$ cat config.mk
export PLATFORM = sky130hd
export DESIGN_NAME = ft600_tx_streamer_flat
export DESIGN_NICKNAME = d
export VERILOG_FILES = /design/src/rtl/ft600_tx_streamer_if.sv /design/src/rtl/ft600_tx_streamer.sv /design/src/flat_wrapper.sv
export SDC_FILE = /design/constraint.sdc
export NUM_CORES = 1
export LEC_CHECK = 0
export ABC_CLOCK_PERIOD_IN_PS = 8400
export CORE_AREA = 3 3 203 205
export CTS_BUF_LIST = sky130_fd_sc_hd__clkbuf_2 sky130_fd_sc_hd__clkbuf_4 sky130_fd_sc_hd__clkbuf_8
export DETAILED_ROUTE_END_ITERATION = 10
export DIE_AREA = 0 0 206 208
export GPL_TIMING_DRIVEN = 0
export SYNTH_ARGS = -nofsm -noshare
export SYNTH_HDL_FRONTEND = slang
export SYNTH_SLANG_ARGS = --single-unit
$ cat constraint.sdc
create_clock -name clk -period 8.4 [get_ports clk]
set_clock_uncertainty 0.2 [all_clocks]
set_input_delay 1.26 -clock clk [delete_from_list [all_inputs] [get_ports clk]]
set_output_delay 1.26 -clock clk [all_outputs]
set_load 0.05 [all_outputs]
$ cat src/rtl/ft600_tx_streamer_if.sv
// FT600/FT601 write-path bundle: upstream valid/ready stream plus
// the FT 245-sync bus pins driven by the streamer.
interface ft600_tx_streamer_if #(
  parameter int DATA_W = 16,
  parameter int BE_W   = DATA_W / 8
);
  logic [DATA_W-1:0] s_data;
  logic [BE_W-1:0]   s_be;
  logic              s_valid;
  logic              s_ready;
  logic [DATA_W-1:0] ft_data_o;
  logic [BE_W-1:0]   ft_be_o;
  logic              ft_oe_drv;
  logic              ft_wr_n;
  logic              ft_oe_n;
  logic              ft_rd_n;
  logic              ft_txe_n;

  modport master (
    output s_data, s_be, s_valid, ft_txe_n,
    input  s_ready, ft_data_o, ft_be_o,
    input  ft_oe_drv, ft_wr_n, ft_oe_n, ft_rd_n
  );

  modport slave (
    input  s_data, s_be, s_valid, ft_txe_n,
    output s_ready, ft_data_o, ft_be_o,
    output ft_oe_drv, ft_wr_n, ft_oe_n, ft_rd_n
  );
endinterface

$ cat src/rtl/ft600_tx_streamer.sv
// FT600/FT601 write-path engine: stream -> FIFO -> registered FT bus.
// FT_PATTERN_GEN_EN builds the counter pattern source selected by gen_en.
module ft600_tx_streamer #(
  parameter int DATA_W     = 16,
  parameter int BE_W       = DATA_W / 8,
  parameter int FIFO_DEPTH = 16,
  parameter int CNT_W      = 32
) (
  input  logic                          clk,
  input  logic                          rst,
  ft600_tx_streamer_if.slave            bus,
  input  logic                          gen_en,
  output logic [$clog2(FIFO_DEPTH):0]   fifo_level,
  output logic [CNT_W-1:0]              tx_count
);
  localparam int AW = $clog2(FIFO_DEPTH);
  localparam int LW = AW + 1;

  logic [DATA_W-1:0] mem_data [FIFO_DEPTH];
  logic [BE_W-1:0]   mem_be   [FIFO_DEPTH];
  logic [AW-1:0]     wr_ptr;
  logic [AW-1:0]     rd_ptr;
  logic [LW-1:0]     level;

  logic              full;
  logic              empty;
  logic              ready;
  logic              push;
  logic              pop;
  logic              accept;
  logic [DATA_W-1:0] push_data;
  logic [BE_W-1:0]   push_be;

  logic              out_valid;
  logic              wr_n;
  logic [DATA_W-1:0] out_data;
  logic [BE_W-1:0]   out_be;
  logic              valid_nxt;
  logic [DATA_W-1:0] data_nxt;
  logic [BE_W-1:0]   be_nxt;

  assign full  = (level == LW'(FIFO_DEPTH));
  assign empty = (level == '0);

`ifdef FT_PATTERN_GEN_EN
  logic [DATA_W-1:0] pat_cnt;
  logic              gen_push;

  always_comb begin
    ready     = ~full & ~rst & ~gen_en;
    gen_push  = gen_en & ~full;
    push      = gen_push |
                (bus.s_valid & ready & (|bus.s_be));
    push_data = gen_en ? pat_cnt : bus.s_data;
    push_be   = gen_en ? '1 : bus.s_be;
  end

  always_ff @(posedge clk) begin
    if (rst) begin
      pat_cnt <= '0;
    end else if (gen_push) begin
      pat_cnt <= pat_cnt + DATA_W'(1);
    end
  end
`else
  logic gen_unused;

  assign gen_unused = gen_en;

  always_comb begin
    ready     = ~full & ~rst;
    push      = bus.s_valid & ready & (|bus.s_be);
    push_data = bus.s_data;
    push_be   = bus.s_be;
  end
`endif

  assign accept = out_valid & ~bus.ft_txe_n;
  assign pop    = (~out_valid | accept) & ~empty;

  // a zero-BE beat is handshaken but never reaches the FIFO
  always_ff @(posedge clk) begin
    if (push) begin
      mem_data[wr_ptr] <= push_data;
      mem_be[wr_ptr]   <= push_be;
    end
  end

  always_comb begin
    valid_nxt = out_valid;
    data_nxt  = out_data;
    be_nxt    = out_be;
    unique case (1'b1)
      pop: begin
        valid_nxt = 1'b1;
        data_nxt  = mem_data[rd_ptr];
        be_nxt    = mem_be[rd_ptr];
      end
      accept & empty: begin
        valid_nxt = 1'b0;
      end
      default: ;
    endcase
  end

  always_ff @(posedge clk) begin
    if (rst) begin
      wr_ptr    <= '0;
      rd_ptr    <= '0;
      level     <= '0;
      out_valid <= 1'b0;
      wr_n      <= 1'b1;
      out_data  <= '0;
      out_be    <= '0;
      tx_count  <= '0;
    end else begin
      if (push) wr_ptr <= wr_ptr + AW'(1);
      if (pop)  rd_ptr <= rd_ptr + AW'(1);
      if (push & ~pop) level <= level + LW'(1);
      if (pop & ~push) level <= level - LW'(1);
      out_valid <= valid_nxt;
      wr_n      <= ~valid_nxt;
      out_data  <= data_nxt;
      out_be    <= be_nxt;
      if (accept) tx_count <= tx_count + CNT_W'(1);
    end
  end

  assign bus.s_ready   = ready;
  assign bus.ft_wr_n   = wr_n;
  assign bus.ft_oe_drv = out_valid;
  assign bus.ft_data_o = out_data;
  assign bus.ft_be_o   = out_be;
  assign bus.ft_oe_n   = 1'b1;
  assign bus.ft_rd_n   = 1'b1;
  assign fifo_level    = level;
endmodule

$ cat src/flat_wrapper.sv
// flat-port wrapper written by rule: the top's interface ports become plain ports
module ft600_tx_streamer_flat 
#(
  parameter int DATA_W     = 16,
  parameter int BE_W       = DATA_W / 8,
  parameter int FIFO_DEPTH = 16,
  parameter int CNT_W      = 32
)
  (clk, rst, gen_en, fifo_level, tx_count, bus_s_data, bus_s_be, bus_s_valid, bus_ft_txe_n, bus_s_ready, bus_ft_data_o, bus_ft_be_o, bus_ft_oe_drv, bus_ft_wr_n, bus_ft_oe_n, bus_ft_rd_n);
  ft600_tx_streamer_if #(.DATA_W(DATA_W), .BE_W(BE_W)) bus_i ();
  input  logic clk;
  input  logic rst;
  input  logic gen_en;
  output logic [$clog2(FIFO_DEPTH):0] fifo_level;
  output logic [CNT_W-1:0] tx_count;
  input wire logic [$bits(bus_i.s_data)-1:0] bus_s_data;
  input wire logic [$bits(bus_i.s_be)-1:0] bus_s_be;
  input wire logic [$bits(bus_i.s_valid)-1:0] bus_s_valid;
  input wire logic [$bits(bus_i.ft_txe_n)-1:0] bus_ft_txe_n;
  output wire logic [$bits(bus_i.s_ready)-1:0] bus_s_ready;
  output wire logic [$bits(bus_i.ft_data_o)-1:0] bus_ft_data_o;
  output wire logic [$bits(bus_i.ft_be_o)-1:0] bus_ft_be_o;
  output wire logic [$bits(bus_i.ft_oe_drv)-1:0] bus_ft_oe_drv;
  output wire logic [$bits(bus_i.ft_wr_n)-1:0] bus_ft_wr_n;
  output wire logic [$bits(bus_i.ft_oe_n)-1:0] bus_ft_oe_n;
  output wire logic [$bits(bus_i.ft_rd_n)-1:0] bus_ft_rd_n;
  assign bus_i.s_data = bus_s_data;
  assign bus_i.s_be = bus_s_be;
  assign bus_i.s_valid = bus_s_valid;
  assign bus_i.ft_txe_n = bus_ft_txe_n;
  assign bus_s_ready = bus_i.s_ready;
  assign bus_ft_data_o = bus_i.ft_data_o;
  assign bus_ft_be_o = bus_i.ft_be_o;
  assign bus_ft_oe_drv = bus_i.ft_oe_drv;
  assign bus_ft_wr_n = bus_i.ft_wr_n;
  assign bus_ft_oe_n = bus_i.ft_oe_n;
  assign bus_ft_rd_n = bus_i.ft_rd_n;
  ft600_tx_streamer #(.DATA_W(DATA_W), .BE_W(BE_W), .FIFO_DEPTH(FIFO_DEPTH), .CNT_W(CNT_W)) u_core (.clk(clk), .rst(rst), .bus(bus_i), .gen_en(gen_en), .fifo_level(fifo_level), .tx_count(tx_count));
endmodule
Word level (Yosys, flattened, before mapping). Memory sizes are Yosys's and may differ from the RTL's. A register that Yosys moved wholly into a read port is not among the register bits. Cells that the tools add are included.

Register bits after elaboration: 47. Latch bits: 0. Memory bits (writable): 288. Memory bits (read-only): 0. Bits of input ports: 23. Output and inout bits: 60. Word-level logic and storage cells: 39. Memories: 2.

$add $sub $neg: 5. Multiply operators: 0. Div/mod/pow operators: 0. $lt $le $gt $ge: 0. Eq/ne operators: 1. Shift operators: 0. Mux-type cells: 5. Bitwise gates (word level): 17. Reduce and logical (&&, ||, !) cells: 3.

Memory list: u_core.mem_data (depth 16, width 16, rd ports 1, clocked after Yosys merged registers in 1, wr ports 1, line ft600_tx_streamer.sv:19) `logic [DATA_W-1:0] mem_data [FIFO_DEPTH];`; u_core.mem_be (depth 16, width 2, rd ports 1, clocked after Yosys merged registers in 1, wr ports 1, line ft600_tx_streamer.sv:20) `logic [BE_W-1:0] mem_be [FIFO_DEPTH];`.

Operators with widths (number): 32-bit by 1-bit adder with 32-bit output (second input constant) (1); 5-bit 2-to-1 mux (2); 4-bit by 1-bit adder with 4-bit output (second input constant) (2); 1-bit AND (8); 1-bit inverter (8); 5-bit by 1-bit adder with 5-bit output (second input constant) (1); 5-bit == test (second input constant) (1); 5-bit logical NOT (1); 5-bit by 1-bit subtractor with 5-bit output (second input constant) (1); 1-bit 2-to-1 mux (2); 1-bit case mux with 2 select lines (1); 2-bit nonzero test (1); 2-bit OR reduction (1); 1-bit bitwise OR (1).

Depth between registers and ports, before layout. Gate-level depths: netlist of run 1.

Word-level depth: 8. Depth in mapped cells: 14. Mapped depth without buffers: 11.

Worst setup path after synthesis of run 1. Ideal clock, no wire load.

Path type: input-to-reg. Start: input bus_s_be[1]. End: memory u_core.mem_be[3][0] (netlist bit), enable pin. Library setup time: 0.416 ns. Data arrival time: 3.291 ns. Required time: 7.784 ns. Setup slack: 4.494 ns. Stages on the path: 4. Buffers on the path: 0. Cells stage by stage: o21ai_0 -> a211oi_2 -> nand2_1 -> nor3_1.

Longest elaborated chain between the ends: 4.

RTL lines: start: declaration (line flat_wrapper.sv:17) `input wire logic [$bits(bus_i.s_be)-1:0] bus_s_be;`; 2-bit OR reduction (line ft600_tx_streamer.sv:72) `push = bus.s_valid & ready & (|bus.s_be);`; 1-bit AND (line ft600_tx_streamer.sv:72); 1-bit 2-to-1 mux (line ft600_tx_streamer.sv:83) `if (push) begin`; 1-bit 2-to-1 mux (implied by the code) (line ft600_tx_streamer.sv:85) `mem_be[wr_ptr] <= push_be;`; end: declaration (line ft600_tx_streamer.sv:20).

No other way between the ends.

Worst setup path after layout of run 1.
Start: input rst. End: output bus_s_ready.

Longest elaborated chain between the ends: 2.

RTL lines: start: declaration (line flat_wrapper.sv:12) `input logic rst;`; 1-bit inverter (line ft600_tx_streamer.sv:71) `ready = ~full & ~rst;`; 1-bit AND (line ft600_tx_streamer.sv:71); end: declaration (line flat_wrapper.sv:20) `output wire logic [$bits(bus_i.s_ready)-1:0] bus_s_ready;`.

No other way between the ends.

==> metrics.yaml, run 1 <==
finish:
  multiInputGateArea_um2: 3630
  stdcell_area_um2: 16800
  fin_util_pct: 42.3
  final_nets: 1031
  antennaDiodeCount: 0
  final_cells: 1573
  syn2layout_area_growth_pct: 21.6
  layout-drive-gt1-share_pct: 19.9
  nFillCells: 3625
  regArea_um2: 9950
status:
  status: "completed"
grt:
  grt_pass1_vias: 7879
  antenna_found_initial: 0
  grt_overflow_total: 0
  grtUsageTotal_pct: 15.0
  grt_max_degree: 18
  grt_pass1_wl_mm: 48.7
power_and_ir_drop:
  power_mw: 4.70
  powerDensity_nw_per_um2: 280
  ir_drop_mv: 0.160
  power_leakage_nw: 5.34
placed_design:
  port_buffers: 79
  placed_area_um2: 15600
  gp_congestion: 0.777
  dp_slack_ns: 3.27
  dp_cells: 1465
  hpwl_mm: 21.1
worst_setup_path:
  path_max_fanout: 10
  path_cells: "clkdlybuf4s50_1 > clkbuf_1 > buf_1 > a21oi_1 > clkdlybuf4s50_1"
  cp-end-kind: "output port"
  crit_type: "input pin to output port"
  critPathLaunchType: "input pin"
  critical-path-max-stage-delay_ns: 0.76
  crit_slowest_cell: "clkdlybuf4s50_1"
  cp.required_ns: 6.94
  cpMostUsedCell: "clkdlybuf4s50_1"
  crit_arrival_ns: 3.60
clock_tree:
  cts_setup_buffers: 0
  cts_buffers: 57
  numClockSinks: 353
  post_cts_resized: 0
  clk_pin_slew_worst_paths_ns: 0.06
  root_buffer: "clkbuf_8"
  htreeDepth: 2
  cts_tree: "built"
  ctsHoldBuffers: 0
  clockBufferDepth: 3
  clk_latency_ns: 0.61
floorplan:
  num_io_pins: 83
  die_x_um: 206
  die_height_um: 208
  die-area_um2: 42800
  coreArea_um2: 39600
  start_util_pct: 34.8
  std_cell_rows: 73
timing:
  fin_crit_sh_pct: 60.3
  slew_headroom_pct: 38.3
  worst_slack_ns: 3.34
  tns_ns: 0
  setup_viol: 0
  period_needed_ns: 5.06
  grt_setup_unrepaired: "false"
  hold_viol_final: 0
  tightest_slew_ns: 0.918
  slew_violations: 0
  holdWs_ns: 0.298
  fmax_mhz: 198
logic_synthesis:
  yosysSeqAreaShare_pct: 72.1
  synth_compound_area_share_pct: 4.66
  async_flop_share_pct: 0
  synthTopCellsByArea: "edfxtp_1, dfxtp_1, mux4_2"
  synthFlopType: "edfxtp_1"
  yosysWarnings: 0
  syn_avg_cell_area_um2: 16.4
  synth-xor-area-share_pct: 2.54
  synth_top_cell_by_area: "edfxtp_1"
  synth_top_area_share_pct: 62.7
  syn-instance-count: 840
  synth-seq-cells: 353
  yosys.area_share.simple_pct: 6.62
  synth_mux_area_share_pct: 11.2
  syn_area_um2: 13800
  synth_edf_count: 288
  synth_top_family_by_area: "multiplexers"
  synth_fa_ha_area_share_pct: 0.816
  synth.distinct_cells: 48
job:
  cap_violations: 0
routing:
  viasPerCell: 5.01
  drt_wl_total_mm: 32.4
  ant_nets: 0
  wl_per_cell_um: 20.6
  via_count: 7886
  drcViolationCount: 0
  first_iter_violations: 555
  dr.pass1.iters: 4
min_path:
  min_path_type: "flip-flop to flip-flop"
==> routing by layer <==
metal / vias up / global-route usage, % / part of all wire [%]
li1: 3606 / - / -
met1: 3978 / 21.3 / 46
met2: 247 / 23.7 / 46
met5: - / 0 / 0
met4: 0 / 3.44 / 1.7
met3: 55 / 3.16 / 6.5
==> power breakdown <==
group | leakage (nW) | switching [mW] | internal [mW]
registers | 3.12 | 0.0645 | 1.97
logic | 1.60 | 0.760 | 0.451
clock network | 0.613 | 0.673 | 0.781
total | 5.34 | 1.50 | 3.20
==> worst max-delay path: cells and delay by family <==
kind            cells  cell delay [ns]
buf+inv             4             2.26
compound gates      1             0.08
==> synthesized netlist by cell type (4+ instances only) <==
library cell,instances
ha_1,9
a22oi_1,20
a211oi_2,4
or3_1,4
inv_1,9
o22ai_1,37
nor2_1,75
nand3b_1,4
a21oi_1,9
nand2_1,15
nand4_1,11
clkbuf_1,17
mux2i_1,74
nand3_1,12
xnor2_1,14
a211oi_1,15
edfxtp_1,288
dfxtp_1,65
buf_1,5
mux4_2,36
xor2_1,26
nor3_1,26
o21ai_0,5
buf_2,20
==> cells in the final DEF (no fill, tap or decap), types with 5 or more instances in the layout <==
master,synthesis,routed
buf_1,5,5
nand3_1,12,12
nor2_1,75,63
buf_6,3,10
clkbuf_8,0,63
nor2_2,0,12
mux4_2,36,36
nor3_1,26,22
clkinv_2,0,10
clkbuf_1,17,17
inv_1,9,9
o22ai_1,37,37
a21oi_1,9,9
xnor2_1,14,14
clkinv_1,0,12
clkbuf_4,0,19
nand4_1,11,11
ha_1,9,9
dfxtp_1,65,65
edfxtp_1,288,288
nand2_1,15,15
o21ai_0,5,5
a211oi_1,15,15
clkdlybuf4s50_1,0,79
mux2i_1,74,74
xor2_1,26,26
buf_8,0,9
buf_2,20,20
a22oi_1,20,20
==> sequential cells by signal, summed over array words and instances (netlist names) <==
| register | flops |
|---|---|
| u_core.bus.ft_oe_drv | 1 |
| u_core.bus.ft_be_o | 2 |
| u_core.fifo_level | 5 |
| u_core.mem_data | 256 |
| u_core.bus.ft_data_o | 16 |
| u_core.mem_be | 32 |
| u_core.bus.ft_wr_n | 1 |
| u_core.rd_ptr | 4 |
| u_core.tx_count | 32 |
| u_core.wr_ptr | 4 |
==> logic make-up after synthesis <==
| group | count (synthesis) |
|---|---|
| buffers and inverters | 57 |
| XOR/XNOR | 40 |
| adder cells (fa/ha/maj) | 9 |
| AO/OA/AOI/OAI | 94 |
| AND/OR/NAND/NOR | 176 |
| other | 1 |
| flip-flops | 353 |
| multiplexers | 110 |
==> path summary, 6_finish.rpt <==
check	slack, ns	depth (start not counted)	start	endpoint
setup / recovery	3.34	5	rst	bus_s_ready
hold / removal	0.30	2	u_core.tx_count[31]$_SDFFE_PP0P_	u_core.tx_count[31]$_SDFFE_PP0P_
setup reg to reg	4.95	14	u_core.fifo_level[1]$_SDFFE_PP0P_	u_core.fifo_level[4]$_SDFFE_PP0P_
hold reg to reg	0.30	2	u_core.tx_count[31]$_SDFFE_PP0P_	u_core.tx_count[31]$_SDFFE_PP0P_
==> area by class of cell <==
type	count	share of cell area, %
Timing Repair Buffer	99	6.65
Tap cell	525	3.92
Clock inverter	26	0.850
Sequential cell	353	59.3
Inverter	9	0.201
Clock buffer	82	6.02
Multi-Input combinational cell	431	21.6
Buffer	48	1.42
(Power assumes the default switching activity.)
==> run 2: changes to the inputs <==
--- a/config.mk
+++ b/config.mk
@@ -5,7 +5,7 @@
 export SDC_FILE = /design/constraint.sdc
 export NUM_CORES = 1
 export LEC_CHECK = 0
-export ABC_CLOCK_PERIOD_IN_PS = 8400
+export ABC_CLOCK_PERIOD_IN_PS = 5140
 export CORE_AREA = 3 3 203 205
 export CTS_BUF_LIST = sky130_fd_sc_hd__clkbuf_2 sky130_fd_sc_hd__clkbuf_4 sky130_fd_sc_hd__clkbuf_8
 export DETAILED_ROUTE_END_ITERATION = 10
==> constraint.sdc (replaced) <==
create_clock -name clk -period 5.14 [get_ports clk]
set_clock_uncertainty 0.2 [all_clocks]
set_input_delay 0.771 -clock clk [delete_from_list [all_inputs] [get_ports clk]]
set_output_delay 0.771 -clock clk [all_outputs]
set_load 0.05 [all_outputs]
==> results of run 2 <==
Same layout as run 1 (identical final DEF). Status: completed.
Main changes from that run: setup slack after placement 3.27 ns -> 0.497 ns; setup slack after layout 3.34 ns -> 1.06 ns; register-to-register setup slack 4.95 ns -> 1.69 ns; total power 4.70 mW -> 7.68 mW; worst IR drop on VDD 0.160 mV -> 0.262 mV
